**config.mk**
```make
export PLATFORM = sky130hd
export DESIGN_NAME = host_uart_initiator
export DESIGN_NICKNAME = d
export VERILOG_FILES = /design/src/rtl/host_uart_initiator.sv
export SDC_FILE = /design/constraint.sdc
export NUM_CORES = 1
export LEC_CHECK = 0
export BUFFER_PORTS_ARGS = -buffer_cell sky130_fd_sc_hd__buf_2
export CORE_MARGIN = 1
export CORE_UTILIZATION = 63
export DETAILED_ROUTE_END_ITERATION = 12
export PLACE_DENSITY = 0.9
export SETUP_SLACK_MARGIN = 0.02
export SYNTH_ARGS = -nofsm -noshare
export SYNTH_HDL_FRONTEND = slang
export SYNTH_SLANG_ARGS = --single-unit
```
**constraint.sdc**
```tcl
create_clock -name clk -period 6.6 [get_ports clk]
set_input_delay 0.33 -clock clk [delete_from_list [all_inputs] [get_ports clk]]
set_output_delay 0.33 -clock clk [all_outputs]
set_load 0.01 [all_outputs]
```
**src/rtl/host_uart_initiator.sv**
```systemverilog
// Host-side UART command initiator: serialises a command word LSB-byte first and
// optionally collects a response word, reporting timeout or framing errors.
module host_uart_initiator #(
  parameter int CLK_FREQ       = 25000000,
  parameter int BIT_RATE       = 115200,
  parameter int WORD_SIZE_BY   = 4,
  parameter int TIMEOUT_CYCLES = 1000000
) (
  input  logic                      clk,
  input  logic                      reset,
  input  logic                      cmd_valid,
  output logic                      cmd_ready,
  input  logic [8*WORD_SIZE_BY-1:0] cmd_word,
  input  logic                      expect_resp,
  output logic                      tx,
  input  logic                      rx,
  output logic                      resp_valid,
  output logic [8*WORD_SIZE_BY-1:0] resp_word,
  output logic                      timeout,
  output logic                      frame_err
);
  localparam int CPB = CLK_FREQ / BIT_RATE;
  localparam int WW  = 8 * WORD_SIZE_BY;
  localparam int CW  = $clog2(CPB);
  localparam int TW  = $clog2(TIMEOUT_CYCLES + 1);
  localparam int BW  = (WORD_SIZE_BY > 1) ? $clog2(WORD_SIZE_BY) : 1;

  typedef enum logic [2:0] {
    IDLE, TX_START, TX_DATA, TX_STOP, RX_WAIT, RX_START, RX_DATA, RX_STOP
  } state_t;

  state_t        state, state_n;
  logic [CW-1:0] cnt;
  logic [2:0]    bit_idx;
  logic [BW-1:0] byte_idx;
  logic [TW-1:0] to_cnt;
  logic [WW-1:0] tx_sh, rx_sh;
  logic          exp_q, tx_q;
  logic          rx_meta, rx_sync, rx_prev;
  logic          bit_end, half_end, last_bit, last_byte, rx_fall, to_hit;

  assign bit_end   = (cnt == CW'(CPB - 1));
  assign half_end  = (cnt == CW'(CPB / 2 - 1));
  assign last_bit  = (bit_idx == 3'd7);
  assign last_byte = (byte_idx == BW'(WORD_SIZE_BY - 1));
  assign rx_fall   = rx_prev & ~rx_sync;
  assign to_hit    = (to_cnt == TW'(TIMEOUT_CYCLES - 1));
  assign tx        = tx_q;

  always_ff @(posedge clk or posedge reset)
    if (reset) state <= IDLE;
    else       state <= state_n;

  always_comb begin
    state_n   = state;
    cmd_ready = 1'b0;
    case (state)
      IDLE: begin
        cmd_ready = 1'b1;
        if (cmd_valid) state_n = TX_START;
      end
      TX_START: if (bit_end) state_n = TX_DATA;
      TX_DATA:  if (bit_end && last_bit) state_n = TX_STOP;
      TX_STOP:  if (bit_end) state_n = !last_byte ? TX_START : (exp_q ? RX_WAIT : IDLE);
      // a start edge wins over a coincident timeout
      RX_WAIT:  if (rx_fall) state_n = RX_START;
                else if (to_hit) state_n = IDLE;
      RX_START: if (half_end) state_n = rx_sync ? RX_WAIT : RX_DATA;
      RX_DATA:  if (bit_end && last_bit) state_n = RX_STOP;
      RX_STOP:  if (bit_end) state_n = (rx_sync && !last_byte) ? RX_WAIT : IDLE;
      default:  state_n = IDLE;
    endcase
  end

  always_ff @(posedge clk or posedge reset) begin
    if (reset) begin
      cnt        <= '0;
      bit_idx    <= '0;
      byte_idx   <= '0;
      to_cnt     <= '0;
      tx_sh      <= '0;
      rx_sh      <= '0;
      exp_q      <= 1'b0;
      tx_q       <= 1'b1;
      rx_meta    <= 1'b1;
      rx_sync    <= 1'b1;
      rx_prev    <= 1'b1;
      resp_word  <= '0;
      resp_valid <= 1'b0;
      timeout    <= 1'b0;
      frame_err  <= 1'b0;
    end else begin
      rx_meta    <= rx;
      rx_sync    <= rx_meta;
      rx_prev    <= rx_sync;
      resp_valid <= 1'b0;
      timeout    <= 1'b0;
      frame_err  <= 1'b0;
      case (state)
        IDLE: begin
          cnt <= '0;
          if (cmd_valid) begin
            tx_sh    <= cmd_word;
            exp_q    <= expect_resp;
            tx_q     <= 1'b0;
            bit_idx  <= '0;
            byte_idx <= '0;
          end
        end
        // tx_sh shifts once per data bit so the next byte lands at bit 0
        TX_START: begin
          cnt <= bit_end ? '0 : cnt + CW'(1);
          if (bit_end) begin
            tx_q    <= tx_sh[0];
            tx_sh   <= tx_sh >> 1;
            bit_idx <= '0;
          end
        end
        TX_DATA: begin
          cnt <= bit_end ? '0 : cnt + CW'(1);
          if (bit_end) begin
            if (last_bit) begin
              tx_q    <= 1'b1;
              bit_idx <= '0;
            end else begin
              tx_q    <= tx_sh[0];
              tx_sh   <= tx_sh >> 1;
              bit_idx <= bit_idx + 3'd1;
            end
          end
        end
        TX_STOP: begin
          cnt <= bit_end ? '0 : cnt + CW'(1);
          if (bit_end) begin
            if (!last_byte) begin
              byte_idx <= byte_idx + BW'(1);
              tx_q     <= 1'b0;
            end else begin
              byte_idx <= '0;
            end
          end
        end
        RX_WAIT: begin
          cnt <= '0;
          if (rx_fall) to_cnt <= '0;
          else if (to_hit) begin
            timeout  <= 1'b1;
            to_cnt   <= '0;
            byte_idx <= '0;
          end else to_cnt <= to_cnt + TW'(1);
        end
        RX_START: begin
          cnt <= half_end ? '0 : cnt + CW'(1);
          if (half_end) bit_idx <= '0;
        end
        RX_DATA: begin
          cnt <= bit_end ? '0 : cnt + CW'(1);
          if (bit_end) begin
            rx_sh   <= {rx_sync, rx_sh[WW-1:1]};
            bit_idx <= bit_idx + 3'd1;
          end
        end
        RX_STOP: begin
          cnt <= bit_end ? '0 : cnt + CW'(1);
          if (bit_end) begin
            if (!rx_sync) begin
              frame_err <= 1'b1;
              byte_idx  <= '0;
            end else if (last_byte) begin
              resp_word  <= rx_sh;
              resp_valid <= 1'b1;
              byte_idx   <= '0;
            end else begin
              byte_idx <= byte_idx + BW'(1);
            end
          end
        end
        default: cnt <= '0;
      endcase
    end
  end
endmodule

```
# Yosys cells after proc, flatten, opt, wreduce, memory -nomap -nowiden

Index checks and enable logic that the tools add are counted.

RAM bits: 0
Bits in latches: 0
Register bits after elaboration: 140
Memories kept: 0
Memory bits (read-only): 0
Word-level logic and storage cells: 123

Bitwise logic cells: 2
Eq/ne operators: 26
Add/subtract/negate cells: 4
Divide/modulo/power cells: 0
Multiplexer cells: 57
$lt $le $gt $ge: 0
Reductions and logical operators: 18
Shift-type cells: 0
$mul: 0

Operator list:

| kind                    | number |
|---|---|
| $mux W32                | 4 |
| $pmux W32 S3            | 1 |
| $mux W3                 | 18 |
| $mux W20                | 2 |
| $ne A2 B2 Y1 const B    | 13 |
| $pmux W3 S8             | 1 |
| $pmux W8 S3             | 1 |
| $add A20 B1 Y20 const B | 1 |
| $eq A20 B20 Y1 const B  | 1 |
| $reduce_and A6 Y1       | 3 |
| $mux W1                 | 17 |
| $mux W2                 | 8 |
| $mux W8                 | 2 |
| $eq A3 B3 Y1 const B    | 5 |
| $pmux W3 S5             | 1 |
| $add A8 B1 Y8 const B   | 1 |
| $eq A8 B7 Y1 const B    | 1 |
| $eq A8 B8 Y1 const B    | 1 |
| $pmux W2 S4             | 1 |
| $reduce_and A8 Y1       | 1 |
| $reduce_bool A4 Y1      | 2 |
| $eq A3 B2 Y1 const B    | 2 |
| $reduce_and A5 Y1       | 1 |
| $reduce_bool A5 Y1      | 1 |
| other kinds (16)        | 18 |

# Depth between registers and ports, before layout

Depth in word-level cells: 6
Depth in mapped cells: 8
Gate-level depth less buffers: 7

# Worst setup path after synthesis

No wires, ideal clock.

Path type: register to register
From: register to_cnt[0]
To: register state[1]
Period minus slack after synthesis: 2146 ps
Arrival time: 2021 ps
Required time: 6475 ps
Cell stages (with the launch flop): 7
Buffers on the path: 0
Library setup time: 125 ps
Setup slack: 4454 ps
Cells stage by stage: dfrtp_1 -> ha_1 -> and3_1 -> nand3_2 -> or4_4 -> a211o_1 -> mux2_4

Longest elaborated chain between the ends: 3

Ends and longest elaborated chain:

| item                        | line | text |
|---|---|---|
| start: declaration          | 36   | `logic [TW-1:0] to_cnt;` |
| start signal: assignment    | 150  | `end else to_cnt <= to_cnt + TW'(1);` |
| $eq A20 B20 Y1              | 47   | `assign to_hit = (to_cnt == TW'(TIMEOUT_CYCLES - 1));` |
| $ne A3 B3 Y1 (no line)      | n/a  |  |
| $reduce_and A8 Y1 (no line) | n/a  |  |
| end signal: assignment      | 52   | `else state <= state_n;` |
| end: declaration            | 32   | `state_t state, state_n;` |

Every way passes these cells.
A chain may end at the register's enable or synchronous reset.

# Final worst setup path

From: register state[0]
To: register state[1]

Longest elaborated chain between the ends: 3
Elaborated cells between the ends (all ways): 18

Ends and longest elaborated chain:

| item                                                   | line | text |
|---|---|---|
| $eq A3 B3 Y1 (tied with other cells)                   | 57   | `case (state)` |
| $ne A3 B3 Y1 (no line) or $ne A2 B2 Y1 (tied branches) | n/a  |  |
| $reduce_and A8 Y1 (no line)                            | n/a  |  |

Parallel ways exist; a longest one is shown, timed or not.

==> Implementation_results.wiki <==
{| class="wikitable"
! Metric !! Value
|-
| Adder and majority gate portion of the synthesized area || 1.98%
|-
| GPL Wtd Cong || 0.876
|-
| Power density over the cells || 247 nW/um2
|-
| GRT overflow || 0
|-
| Hold Violations, Final || 0
|-
| Mean post-synth cell area || 11.7 um2
|-
| Transition at the pin with the smallest max-transition slack || 1.32 ns
|-
| Share of cells above drive strength 1 || 31.2%
|-
| Final setup violating endpoints || 0
|-
| Post-Synth Simple-Gate Area || 10.9%
|-
| Nature of the critical path startpoint || flop
|-
| Clock slew at the register clock pins of the worst setup and hold paths || 0.07 ns
|-
| Post-synthesis register bit count || 140
|-
| Synth Area in XOR/XNOR || 1.25%
|-
| Total wire length after detailed routing || 13.3 mm
|-
| Series of cell instances along the critical path || inv_1 > ha_1 > nand2_1 > nor2_1 > a211o_1 > mux2_4
|-
| Average wire per cell in the routed design || 17.5 um
|-
| End-of-flow core utilization || 76.3%
|-
| Count of mapped cells out of synthesis || 542
|-
| Clock tree from TritonCTS || yes
|-
| Levels on crit path || 6
|-
| Cell with the biggest individual delay on the critical path || nor2_1
|-
| Wire length of the first global-routing pass || 21.7 mm
|-
| Sequential-to-total area share from yosys stat || 55.5%
|-
| Number of cell rows || 36
|-
| Final max-slew violation count || 0
|-
| Yosys warns || 0
|-
| Status || completed
|-
| Worst Hold Path Cells || 3
|-
| Number of DRC markers after the initial detailed-route iteration || 293
|-
| Placed wire-length estimate || 8.33 mm
|-
| Largest stage delay on the critical path || 1.13 ns
|-
| Type of the tightest min-delay check || in2reg
|-
| Antenna-violating nets left || 0
|-
| Count of fill cells added during filler insertion || 620
|-
| Effective utilization at floorplan || 65.0%
|-
| Pleak || 3.86 nW
|-
| Crit path max fanout || 20
|-
| Register-to-register path setup slack || 3.52 ns
|-
| Post-layout net count || 662
|-
| Count of cells along the worst register-to-register path || 6
|-
| Main combinational cell family by area after synthesis || multiplexers
|-
| Setup tns final || 0 ns
|-
| RSZ-0062 raised after global routing || no
|-
| CTS root buf || clkbuf_8
|-
| Pin count of the biggest net entering global routing || 88
|-
| Post-detailed-route via-to-cell ratio || 5.93
|-
| Worst slew margin relative to its limit || 11.8%
|-
| First-pass detailed-route iteration total || 5
|-
| Required time of the worst setup path || 7.00 ns
|-
| Buffers inserted by post-CTS timing repair || 0
|-
| Min Clock Period, post-route || 3.08 ns
|-
| Post-route DRC violation count || 0
|-
| Synthesized-area fraction occupied by ao, oa, aoi and oai cells || 9.66%
|-
| Most frequently used flop master after synthesis || dfrtp_1
|-
| Kind of end point of the critical path || flop
|-
| Area enclosed by the die boundary || 10400 um2
|-
| Placed instance area || 6810 um2
|-
| Critical path's top delay family || simple AND/OR/NAND/NOR gates
|-
| Antenna Cells || 0
|-
| Via count of the first global-routing pass || 4492
|-
| Footprint of the multi-input gates || 2680 um2
|-
| IO buf count || 73
|-
| Area of all placed cells without fillers || 7420 um2
|-
| Multiplexer area fraction after synthesis || 18.1%
|-
| Total global-route track usage || 27.2%
|-
| Area inside the core boundary || 9730 um2
|-
| Share of flip-flops with an asynchronous set or reset after synthesis || 100%
|-
| Number of enable-type register cells in the synthesized netlist || 0
|-
| Max capacitance violation total || 0
|-
| Peak supply drop || 153 uV
|-
| Area occupied by registers || 3510 um2
|-
| Netlist area before placement || 6320 um2
|-
| Worst skew pair latency || 0.52 ns
|-
| Die extent in y || 102 um
|-
| Max Clock Skew || 0.00996 ns
|-
| DR vias || 4514
|-
| Post-synthesis net count || 589
|-
| Class of the most critical setup path || reg2reg
|-
| Floorplan die width || 102 um
|-
| Initial antenna violation count || 0
|-
| H-tree levels || 4
|-
| Number of sinks on the clock net || 140
|-
| Post-synth cell types || 52
|-
| Worst path buffer plus inverter count || 1
|-
| Maximum clock insertion buffer count || 2
|-
| Data arrival, critical path || 3.48 ns
|-
| Layout overhead on the synthesized area || 17.5%
|-
| Top-level port count || 74
|-
| Crit share post-route || 46.6%
|-
| Maximum clock frequency || 0.325 GHz
|-
| Number of buffers created by CTS || 17
|}
metal layers:
layer | GRT usage (%) | vias to the layer above | part of all wire (%)
met1 | 34.8 | 2228 | 42
met3 | 6.50 | 27 | 5.0
met4 | 12.4 | 0 | 2.5
li1 | - | 2099 | -
met5 | 0 | - | 0
met2 | 44.4 | 160 | 51
power by group:
group	switching (mW)	internal [mW]	total, mW	leakage [nW]
logic	0.0228	0.0130	0.0358	1.66
clock network	0.413	0.523	0.937	0.289
registers	0.000986	0.860	0.861	1.91
total	0.437	1.40	1.83	3.86
cells by family (layout without fill, tap and decap cells):
family | Yosys count | after routing
buffers and inverters | 41 | 127
xor gates and xnor gates | 9 | 9
and+or+nand+nor | 142 | 142
AOI/OAI and AO/OA | 95 | 95
muxes | 105 | 105
adders and majority gates | 10 | 10
DFF | 140 | 140
synth_stat cells, drive strengths merged (8+ instances only):
cell    instances  area [um2]
ha             10         125
mux2i          35         350
and3            8        50.1
nor2           26        97.6
clkbuf         15        56.3
a31oi          13        81.3
nand2          57         214
buf            11        55.1
inv            15        56.3
nand3          17        90.1
dfrtp         136        3400
mux2           70         792
o21ai          44         220
per-stage QoR:
step	setup WS [ns]	power, mW	hold slack [ns]	instances
2_1_floorplan	2.52	0.896	0.334	542
6_report	3.52	1.83	0.0467	761
5_1_grt	3.30	1.89	0.0406	761
3_5_place_dp	3.55	0.913	0.351	727
4_1_cts	3.56	1.85	0.0382	761
3_3_place_gp	3.62	0.911	0.346	727
worst min-delay path: cells and delay by family:
family	cells	cell delay, ns
and+or+nand+nor	1	0.04
buffers and inverters	1	0.09
AOI/OAI and AO/OA	1	0.06
registers in the layout (all words and copies together) (netlist names), 2 cells and up:
name,cells
byte_idx,2
rx_sh,32
resp_word,32
cnt,8
bit_idx,3
state,3
to_cnt,20
tx_sh,32
worst paths after layout:
kind | from | endpoint
worst max-delay path | state[0] | state[1]
worst min-delay path | cmd_word[31] | tx_sh[31]
worst max register to register | state[0] | state[1]
max in group asynchronous | reset | to_cnt[14]
worst min register to register | rx_meta | rx_sync
min in group asynchronous | reset | tx_sh[24]
layout make-up:
type                            instances  share of cell area [%]
Inverter                               15                   0.826
Clock inverter                         15                    2.36
Clock buffer                           17                    5.58
Timing Repair Buffer                   80                    5.70
Sequential cell                       140                    47.3
Tap cell                              133                    2.24
Multi-Input combinational cell        361                    36.0
repair_timing:
| action | in CTS | in global routing |
|---|---|---|
| endpoints found under the setup margin | 0 | 0 |
| endpoints found under the hold margin | 84 | 0 |
| gates resized for setup | 0 | 0 |
| hold buffers | 2 | 0 |
cells in the final DEF, fill, tap and decap left out, drive strengths merged, types with 2 or more instances in the layout:
cell type    netlist  final
dfrtp            136    136
buf               11     78
mux2              70     70
nand2             57     57
o21ai             44     44
mux2i             35     35
nor2              26     26
inv               15     24
nand3             17     17
clkbuf            15     17
a31oi             13     13
ha                10     10
and3               8      8
nor4               6      6
xnor2              6      6
or3                5      5
a22o               5      5
nand4              5      5
a21oi              5      5
a31o               4      4
dfstp              4      4
clkinv             0      4
and2               3      3
nor2b              3      3
a41oi              3      3
a21o               3      3
xor2               3      3
nand2b             2      2
o31ai              2      2
o41a               2      2
nor3               2      2
a221o              2      2
o32ai              2      2
a211oi             2      2
dlygate4sd3        0      2
or4                2      2
o2111ai            2      2
Note: power is estimated with default switching activity, not from simulation.
